--- config.mk ---
export PLATFORM = sky130hd
export DESIGN_NAME = seven_segment_capture
export DESIGN_NICKNAME = d
export VERILOG_FILES = /design/src/rtl/seven_segment_pkg.sv /design/src/rtl/seven_segment_decode.sv /design/src/rtl/seven_segment_capture.sv
export SDC_FILE = /design/constraint.sdc
export NUM_CORES = 1
export LEC_CHECK = 0
export ABC_AREA = 1
export CORE_ASPECT_RATIO = 1.1
export CORE_MARGIN = 2
export CORE_UTILIZATION = 40
export DETAILED_ROUTE_END_ITERATION = 8
export PLACE_DENSITY_LB_ADDON = 0.08
export REMOVE_ABC_BUFFERS = 1
export SLEW_MARGIN = 25
export SYNTH_ARGS = -nofsm -noshare
export SYNTH_HDL_FRONTEND = slang
export SYNTH_SLANG_ARGS = --single-unit
export TNS_END_PERCENT = 20
--- constraint.sdc ---
create_clock -name i_clk -period 3.2 [get_ports i_clk]
set_clock_uncertainty 0.15 [all_clocks]
set_input_delay 0.8 -clock i_clk [delete_from_list [all_inputs] [get_ports i_clk]]
set_output_delay 0.8 -clock i_clk [all_outputs]
set_load 0.02 [all_outputs]
--- src/rtl/seven_segment_pkg.sv ---
`default_nettype none
// ============================================================================
// Module      : seven_segment_pkg
// Description : Shared glyph table, segment type and pattern decoder for the
//               seven-segment capture block. Patterns are active-low {g..a}.
// Revision    : 1.0 - initial release
// ============================================================================
package seven_segment_pkg;

  typedef logic [6:0] seg_t;

  localparam seg_t SEG_0     = 7'b1000000;
  localparam seg_t SEG_1     = 7'b1111001;
  localparam seg_t SEG_2     = 7'b0100100;
  localparam seg_t SEG_3     = 7'b0110000;
  localparam seg_t SEG_4     = 7'b0011001;
  localparam seg_t SEG_5     = 7'b0010010;
  localparam seg_t SEG_6     = 7'b0000010;
  localparam seg_t SEG_7     = 7'b1111000;
  localparam seg_t SEG_8     = 7'b0000000;
  localparam seg_t SEG_9     = 7'b0011000;
  localparam seg_t SEG_A     = 7'b0001000;
  localparam seg_t SEG_B     = 7'b0000011;
  localparam seg_t SEG_C     = 7'b1000110;
  localparam seg_t SEG_D     = 7'b0100001;
  localparam seg_t SEG_E     = 7'b0000110;
  localparam seg_t SEG_F     = 7'b0001110;
  localparam seg_t SEG_BLANK = 7'b1111111;

  typedef struct packed {
    logic [3:0] hex;
    logic       blank;
    logic       err;
  } seg_dec_t;

  // Unknown patterns and blank both report hex=0; the flags tell them apart.
  function automatic seg_dec_t seg_decode(input seg_t seg);
    seg_dec_t r;
    r.hex   = 4'h0;
    r.blank = 1'b0;
    r.err   = 1'b0;
    case (seg)
      SEG_0:     r.hex = 4'h0;
      SEG_1:     r.hex = 4'h1;
      SEG_2:     r.hex = 4'h2;
      SEG_3:     r.hex = 4'h3;
      SEG_4:     r.hex = 4'h4;
      SEG_5:     r.hex = 4'h5;
      SEG_6:     r.hex = 4'h6;
      SEG_7:     r.hex = 4'h7;
      SEG_8:     r.hex = 4'h8;
      SEG_9:     r.hex = 4'h9;
      SEG_A:     r.hex = 4'hA;
      SEG_B:     r.hex = 4'hB;
      SEG_C:     r.hex = 4'hC;
      SEG_D:     r.hex = 4'hD;
      SEG_E:     r.hex = 4'hE;
      SEG_F:     r.hex = 4'hF;
      SEG_BLANK: r.blank = 1'b1;
      default:   r.err = 1'b1;
    endcase
    return r;
  endfunction

endpackage
`default_nettype wire

--- src/rtl/seven_segment_decode.sv ---
`default_nettype none
// ============================================================================
// Module      : seven_segment_decode
// Description : Combinational active-low segment pattern to {hex, blank, err}.
// Ports       : i_seg   - segment pattern {g..a}, active-low
//               o_hex   - decoded nibble (0 for blank / unknown)
//               o_blank - pattern is all segments off
//               o_err   - pattern is neither a hex glyph nor blank
// Revision    : 1.0 - initial release
// ============================================================================
module seven_segment_decode
  import seven_segment_pkg::*;
(
  input  seg_t       i_seg,
  output logic [3:0] o_hex,
  output logic       o_blank,
  output logic       o_err
);

  seg_dec_t w_dec;

  always_comb begin
    w_dec   = seg_decode(i_seg);
    o_hex   = w_dec.hex;
    o_blank = w_dec.blank;
    o_err   = w_dec.err;
  end

endmodule
`default_nettype wire

--- src/rtl/seven_segment_capture.sv ---
`default_nettype none
// ============================================================================
// Module      : seven_segment_capture
// Description : Receiver for a multiplexed active-low seven-segment bus.
//               Synchronizes segment/select lines, waits for a stable run,
//               decodes the pattern and commits it to a per-digit register
//               file and a one-entry valid/ready event buffer.
// Ports       : i_clk, i_rst_n        - clock, async active-low reset
//               i_segment, i_digit_sel_n - asynchronous display bus
//               o_hex/o_blank/o_err   - per-digit last committed result
//               o_valid/i_ready/o_evt_* - event stream
//               o_overflow            - sticky event-dropped flag
// Revision    : 1.0 - initial release
// ============================================================================
module seven_segment_capture
  import seven_segment_pkg::*;
#(
  parameter int N_DIGITS      = 4,
  parameter int STABLE_CYCLES = 16
) (
  input  logic                  i_clk,
  input  logic                  i_rst_n,
  input  logic [6:0]            i_segment,
  input  logic [N_DIGITS-1:0]   i_digit_sel_n,
  output logic [4*N_DIGITS-1:0] o_hex,
  output logic [N_DIGITS-1:0]   o_blank,
  output logic [N_DIGITS-1:0]   o_err,
  output logic                  o_valid,
  input  logic                  i_ready,
  output logic [2:0]            o_evt_idx,
  output logic [3:0]            o_evt_hex,
  output logic                  o_evt_blank,
  output logic                  o_evt_err,
  output logic                  o_overflow
);

  localparam int CNT_W = $clog2(STABLE_CYCLES + 1);
  localparam logic [CNT_W-1:0] C_CNT_MAX = CNT_W'(STABLE_CYCLES - 1);
  localparam logic [CNT_W-1:0] C_CNT_ARM = CNT_W'(STABLE_CYCLES - 2);
  localparam logic [CNT_W-1:0] C_CNT_ONE = CNT_W'(1);

  // Synchronizer stages, the sample stage and the previous sample.
  seg_t                  seg_s1_q, seg_s1_d, seg_smp_q, seg_smp_d, seg_prev_q, seg_prev_d;
  logic [N_DIGITS-1:0]   sel_s1_q, sel_s1_d, sel_smp_q, sel_smp_d, sel_prev_q, sel_prev_d;
  logic [CNT_W-1:0]      cnt_q, cnt_d;
  logic [4*N_DIGITS-1:0] hex_q, hex_d;
  logic [N_DIGITS-1:0]   blank_q, blank_d, err_q, err_d;
  logic                  valid_q, valid_d, ovf_q, ovf_d;
  logic [2:0]            evt_idx_q, evt_idx_d;
  logic [3:0]            evt_hex_q, evt_hex_d;
  logic                  evt_blank_q, evt_blank_d, evt_err_q, evt_err_d;

  logic [3:0] w_zero_cnt;
  logic [2:0] w_sel_idx;
  logic       w_sel_ok, w_stable, w_commit;
  logic [3:0] w_dec_hex;
  logic       w_dec_blank, w_dec_err;

  seven_segment_decode u_decode (
    .i_seg   (seg_smp_q),
    .o_hex   (w_dec_hex),
    .o_blank (w_dec_blank),
    .o_err   (w_dec_err)
  );

  // Select is usable only with exactly one active (low) line; this rejects
  // inter-digit blanking (none active) and ghosting (several active).
  always_comb begin
    w_zero_cnt = 4'd0;
    w_sel_idx  = 3'd0;
    for (int k = 0; k < N_DIGITS; k++) begin
      if (!sel_smp_q[k]) begin
        w_zero_cnt = w_zero_cnt + 4'd1;
        w_sel_idx  = 3'(k);
      end
    end
    w_sel_ok = (w_zero_cnt == 4'd1);
  end

  always_comb begin
    seg_s1_d   = i_segment;
    sel_s1_d   = i_digit_sel_n;
    seg_smp_d  = seg_s1_q;
    sel_smp_d  = sel_s1_q;
    seg_prev_d = seg_smp_q;
    sel_prev_d = sel_smp_q;

    w_stable = (seg_smp_q == seg_prev_q) && (sel_smp_q == sel_prev_q) && w_sel_ok;
    // The counter saturates one above the arm point, so a held pattern
    // passes through the arm->max transition exactly once.
    w_commit = w_stable && (cnt_q == C_CNT_ARM);
    cnt_d    = '0;
    if (w_stable) begin
      cnt_d = (cnt_q == C_CNT_MAX) ? cnt_q : cnt_q + C_CNT_ONE;
    end

    hex_d   = hex_q;
    blank_d = blank_q;
    err_d   = err_q;
    for (int k = 0; k < N_DIGITS; k++) begin
      if (w_commit && !sel_smp_q[k]) begin
        hex_d[4*k +: 4] = w_dec_hex;
        blank_d[k]      = w_dec_blank;
        err_d[k]        = w_dec_err;
      end
    end

    valid_d     = valid_q && !i_ready;
    evt_idx_d   = evt_idx_q;
    evt_hex_d   = evt_hex_q;
    evt_blank_d = evt_blank_q;
    evt_err_d   = evt_err_q;
    ovf_d       = ovf_q;
    if (w_commit) begin
      // A slot being popped this cycle is free for the new event.
      if (!valid_q || i_ready) begin
        valid_d     = 1'b1;
        evt_idx_d   = w_sel_idx;
        evt_hex_d   = w_dec_hex;
        evt_blank_d = w_dec_blank;
        evt_err_d   = w_dec_err;
      end else begin
        ovf_d = 1'b1;
      end
    end
  end

  always_ff @(posedge i_clk or negedge i_rst_n) begin
    if (!i_rst_n) begin
      seg_s1_q    <= '1;
      sel_s1_q    <= '1;
      seg_smp_q   <= '1;
      sel_smp_q   <= '1;
      seg_prev_q  <= '1;
      sel_prev_q  <= '1;
      cnt_q       <= '0;
      hex_q       <= '0;
      blank_q     <= '1;
      err_q       <= '0;
      valid_q     <= 1'b0;
      evt_idx_q   <= '0;
      evt_hex_q   <= '0;
      evt_blank_q <= 1'b0;
      evt_err_q   <= 1'b0;
      ovf_q       <= 1'b0;
    end else begin
      seg_s1_q    <= seg_s1_d;
      sel_s1_q    <= sel_s1_d;
      seg_smp_q   <= seg_smp_d;
      sel_smp_q   <= sel_smp_d;
      seg_prev_q  <= seg_prev_d;
      sel_prev_q  <= sel_prev_d;
      cnt_q       <= cnt_d;
      hex_q       <= hex_d;
      blank_q     <= blank_d;
      err_q       <= err_d;
      valid_q     <= valid_d;
      evt_idx_q   <= evt_idx_d;
      evt_hex_q   <= evt_hex_d;
      evt_blank_q <= evt_blank_d;
      evt_err_q   <= evt_err_d;
      ovf_q       <= ovf_d;
    end
  end

  assign o_hex       = hex_q;
  assign o_blank     = blank_q;
  assign o_err       = err_q;
  assign o_valid     = valid_q;
  assign o_evt_idx   = evt_idx_q;
  assign o_evt_hex   = evt_hex_q;
  assign o_evt_blank = evt_blank_q;
  assign o_evt_err   = evt_err_q;
  assign o_overflow  = ovf_q;

endmodule
`default_nettype wire

---- After elaboration in Yosys (flattened, before gate mapping) ----
Index checks and enable logic that the tools add are counted.
cells by class
  multiplexer cells ....................... 14
  reduce and logical (&&, ||, !) cells .... 19
  add/sub/neg operators ................... 4
  bitwise gates (word level) .............. 1
  equal/unequal tests ..................... 22
operators by type and width
  operator                                                               count
  4-bit one-hot mux with 15 select lines                                 1
  7-bit equality test, second input constant                             5
  7-bit by 5-bit equality test with 1-bit output, second input constant  3
  7-bit by 6-bit equality test with 1-bit output, second input constant  3
  17-bit OR reduction                                                    1
  7-bit by 2-bit equality test with 1-bit output, second input constant  2
  7-bit by 4-bit equality test with 1-bit output, second input constant  2
  4-bit by 1-bit adder with 4-bit output, second input constant          3
  4-bit two-way mux                                                      3
  5-bit by 4-bit equality test with 1-bit output, second input constant  2
  5-bit two-way mux                                                      2
  1-bit logical AND                                                      8
  7-bit by 3-bit equality test with 1-bit output, second input constant  1
  7-bit equality test                                                    1
  7-bit zero test                                                        1
  1-bit zero test                                                        6
  1-bit two-way mux                                                      6
  3-bit two-way mux                                                      2
  5-bit by 1-bit adder with 5-bit output, second input constant          1
  4-bit by 1-bit equality test with 1-bit output, second input constant  1
  4-bit equality test                                                    1
  2-bit AND reduction                                                    2
  2-bit inequality test, second input constant                           1
  1-bit logical OR                                                       1
  1-bit NOT                                                              1
word-level totals
  register bits after elaboration ......... 73
  output and inout bits ................... 35
  bits of input ports ..................... 14

---- Longest topological paths before layout ----
  depth after elaboration ................. 11
  mapped depth ............................ 15
  depth with buffers taken out ............ 15

---- Modules after synthesis ----
Synthesis repeated with hierarchy kept, for this count alone.
second synthesis, totals
  cell total of the unflattened synthesis .. 416
  area, all modules ....................... 3628.5 sq um
by module, submodules not included
  module                 area each (sq um)  cells each  seq. area each (sq um)  times used
  seven_segment_capture  3261.9             340         1848.0                  1
  seven_segment_decode   366.6              76          0.0                     1

---- Least setup slack after synthesis ----
OpenSTA, ideal clock, no wires.
  kind .................................... flip-flop to flip-flop
  start point ............................. register sel_smp_q[1], in the netlist sel_prev_d[1]
  end point ............................... register evt_blank_q, in the netlist o_evt_blank
  stages on the path, launching flop included .. 15
  path slack .............................. 0.754 ns
  data arrival time ....................... 2.231 ns
  setup time .............................. 0.065 ns
  cells stage by stage .................... dfstp_2 > inv_1 > ha_1 > inv_1 > nand2_1 > nand2_1 > inv_1 > ha_1 > nand2_1 > xor2_1 > nor2_4 > nand4_4 > nor2_4 > nand2_1 > nand2_1
between the ends
  word-level cells in the longest chain between the ends .. 9
RTL lines
  what                                            line                          text
  from (decl)                                     seven_segment_capture.sv:44   logic [N_DIGITS-1:0] sel_s1_q, sel_s1_d, sel_smp_q, sel_smp_d, sel_prev_q, sel_prev_d;
  from (signal assigned)                          seven_segment_capture.sv:150  sel_smp_q <= sel_smp_d;
  4-bit two-way mux                               seven_segment_capture.sv:72   if (!sel_smp_q[k]) begin
  4-bit by 1-bit adder with 4-bit output          seven_segment_capture.sv:73   w_zero_cnt = w_zero_cnt + 4'd1;
  4-bit two-way mux                               seven_segment_capture.sv:72
  4-bit by 1-bit adder with 4-bit output          seven_segment_capture.sv:73
  4-bit two-way mux                               seven_segment_capture.sv:72
  4-bit by 1-bit equality test with 1-bit output  seven_segment_capture.sv:77   w_sel_ok = (w_zero_cnt == 4'd1);
  1-bit logical AND (*)                           seven_segment_capture.sv:88   w_stable = (seg_smp_q == seg_prev_q) && (sel_smp_q == sel_prev_q) && w_sel_ok;
  1-bit logical AND (*)                           seven_segment_capture.sv:91   w_commit = w_stable && (cnt_q == C_CNT_ARM);
  2-bit AND reduction (no line) (*)               -
  to (signal assigned)                            seven_segment_capture.sv:160  evt_blank_q <= evt_blank_d;
  to (decl)                                       seven_segment_capture.sv:51   logic evt_blank_q, evt_blank_d, evt_err_q, evt_err_d;
Mark *: on every way between the ends. The rest lies on a longest branch, timed or not.
A chain may end at the register's enable or synchronous reset.

---- Final worst setup path ----
  start point ............................. register sel_smp_q[0], in the netlist sel_prev_d[0]
  end point ............................... register err_q[2], in the netlist o_err[2]
between the ends
  word-level cells in the longest chain between the ends .. 11
RTL lines
  what                                            line                          text
  1-bit two-way mux                               seven_segment_capture.sv:72
  4-bit by 1-bit adder with 4-bit output          seven_segment_capture.sv:73
  4-bit two-way mux                               seven_segment_capture.sv:72
  4-bit by 1-bit adder with 4-bit output          seven_segment_capture.sv:73
  4-bit two-way mux                               seven_segment_capture.sv:72
  4-bit by 1-bit adder with 4-bit output          seven_segment_capture.sv:73
  4-bit two-way mux                               seven_segment_capture.sv:72
  4-bit by 1-bit equality test with 1-bit output  seven_segment_capture.sv:77
  1-bit logical AND (*)                           seven_segment_capture.sv:88
  1-bit logical AND (*)                           seven_segment_capture.sv:91
  1-bit logical AND (*)                           seven_segment_capture.sv:101  if (w_commit && !sel_smp_q[k]) begin
  to (signal assigned)                            seven_segment_capture.sv:156  err_q <= err_d;
  to (decl)                                       seven_segment_capture.sv:47   logic [N_DIGITS-1:0] blank_q, blank_d, err_q, err_d;
Marks and branches as above.

==> results.toml <==
[grt]
grt_max_degree = 47
grt_overflow = 0
first_global_vias = 2512
grt_usage = 0.169
grt_pass1_wl_um = 11900
antenna_found_initial = 0

[cells_and_area]
fin_area_um2 = 4100
utilization = 0.515
diodes = 0
nNetsFinal = 471
drive_above_1_share = 0.167
syn2layout_area_growth_pct = 24.6

[pwr]
p_leak_nw = 2.04
vdd_ir_drop_max_mv = 0.233
power_density_nw_per_um2 = 442

[synthesis]
synth_area_leaders = "dfstp_2, dfrtp_1, nand2_1, nor2_1, inv_1"
synth_most_common_cell = "nand2_1"
synthFlopType = "dfstp_2"
yosys.area.top_type_share = 0.296
ys_ff_latch = 72
async_flop_share = 1.00
netlist_instances = 392
synthTopCellsByCount = "nand2_1, nor2_1, inv_1, dfstp_2, dfrtp_1"
syn_avg_cell_area_um2 = 8.38
seq_area_frac_synth = 0.562
yosys.area.top_type = "dfstp_2"
syn_area_um2 = 3290
ys_types = 28
ys_warn_count = 0
synth_edf_count = 0

[job]
drv_cap = 0

[setup_path]
cp-startpoint = "sel_prev_d[0]"
worst_ep_arrival_time_ns = 2.81
cp_cell_sequence = "inv_1 > ha_1 > inv_1 > nand2_1 > nand2_1 > inv_1 > ha_1 > inv_1 > nand3_1 > nand2_1 > nand2_1 > inv_2 > nand4_1 > nand2_1 > nand2_1"
worst_path_max_delay_cell = "dfstp_2"
path_class = "reg2reg"
cp.required_ns = 3.29
cp-end-kind = "flip-flop"
slowest_delay_ns = 0.60
crit_buf_inv = 5
crit_path_start_kind = "flip-flop"
cp_top_family = "simple AND/OR/NAND/NOR gates"
reg2reg_from = "sel_prev_d[0]"
r2r_slack_ns = 0.48
crit_fanout = 6
cp_common_cell = "nand2_1"

[routing]
met3_wirelength_um = 289
first_pass_iters = 4
dr_wl_met2_um = 3170
vias = 2562
drt-vias-per-instance = 4.54
ant_nets = 0
top_layer = "met4"
detail_route.wl_per_cell_um = 12.2
drt-total-wl_um = 6890
drt_iter0_drc = 119
drt-met1-wl_um = 3340
drcViolationCount = 0

[cts]
post_cts.repair.setup_buffers = 0
numCtsBuffers = 9
h-tree-depth = 3
cts_hold_buf = 0
cts_root_buffer = "clkbuf_8"
clk_pin_slew_worst_paths_ns = 0.08
clock_sinks = 72
insertion_delay_ns = 0.34
cts_resized = 0
tritoncts = "yes"
clk_path_buf_depth = 2

[sta]
fmax_ghz = 0.368
setup_violations = 0
drv_slew = 0
rsz0062_at_grt = "no"
relSlewSlack = 0.623
final.min_clock_period_ns = 2.72
period_share = 0.850
finalHoldViolCount = 0
fin_setup_tns_ns = 0
worstMarginPinSlew_ns = 0.566

[floorplan]
die_x_um = 90.4
die_area_um2 = 8960
initial_utilization = 0.413
die_h_um = 99.1
core-area_um2 = 7960
num_rows = 34
io_pins = 49

[run_status]
status = "completed"

[placed_design]
post_dp_cell_area_um2 = 3890
io_buffer_count = 47
hpwlAfterDp_um = 5100
routabilityCongestion = 0.873

[hold_path]
min-delay-path-class = "reg2reg"
worstHoldStart = "sel_s1_q[2]"
-- per-layer routing --
metal	up-vias	GRT usage
li1	1314	-
met1	1187	0.221
met2	52	0.270
met3	9	0.0344
met4	0	0.0828
met5	-	0
-- sequential cells by signal, indices dropped and copies added (netlist names), 2 cells and up --
register and cells:
cnt_q 5, o_blank 4, o_err 4, o_evt_hex 4
o_evt_idx 2, o_hex 16, seg_prev_d 7, seg_prev_q 7
seg_s1_q 7, sel_prev_d 4, sel_prev_q 4, sel_s1_q 4
-- layout make-up --
type	count	area [µm²]
fill	797	3860
sequential	72	1850
multi-input combinational	271	1240
timing repair buffer	50	488
inverter	47	178
clock buffer	10	138
tap	108	135
clock inverter	6	67.6
-- worst paths after layout --
| kind | to | cells after the start |
|---|---|---|
| worst max-delay path | o_err[2] | 15 |
| worst min-delay path | sel_prev_d[2] | 0 |
| worst max register to register | o_err[2] | 15 |
| worst min register to register | sel_prev_d[2] | 0 |
| max in group asynchronous | sel_s1_q[2] | 2 |
| min in group asynchronous | cnt_q[1] | 2 |
-- logic make-up after synthesis --
| kind of cell | Yosys count | synth area share |
|---|---|---|
| compound gates | 10 | 0.0160 |
| buf+inv | 49 | 0.0598 |
| simple gates | 249 | 0.325 |
| fa+ha+maj | 6 | 0.0228 |
| other cells | 1 | 0.00114 |
| flops | 72 | 0.562 |
| xor+xnor | 5 | 0.0133 |
-- where the power goes --
part | total (W) | switching [W] | internal, W
Sequential | 0.000969 | 0.0000203 | 0.000949
Clock | 0.000726 | 0.000343 | 0.000384
Combinational | 0.000117 | 0.0000757 | 0.0000411
-- metrics by stage --
stage | setup slack, ns | power (W) | hold WS, ns | instances
after detailed placement | 0.479 | 0.00110 | 0.197 | 548
final | 0.480 | 0.00181 | 0.208 | 564
after global routing | 0.193 | 0.00191 | 0.212 | 564
after global placement | 0.506 | 0.00110 | 0.195 | 548
after CTS | 0.467 | 0.00185 | 0.209 | 564
after floorplan | 0.753 | 0.00105 | 0.195 | 390
-- layout by cell type, fill, tap and decap left out, drive strengths merged, types with 4 or more instances in the layout --
cell / n
a21oi: 4
clkbuf: 10
clkdlybuf4s50: 46
nand4: 9
nor2: 52
o21ai: 5
dfstp: 37
nand3: 17
inv: 46
buf: 4
ha: 6
dfrtp: 35
clkinv: 4
nand2: 164
No activity file was read; power rests on OpenSTA's default activity.
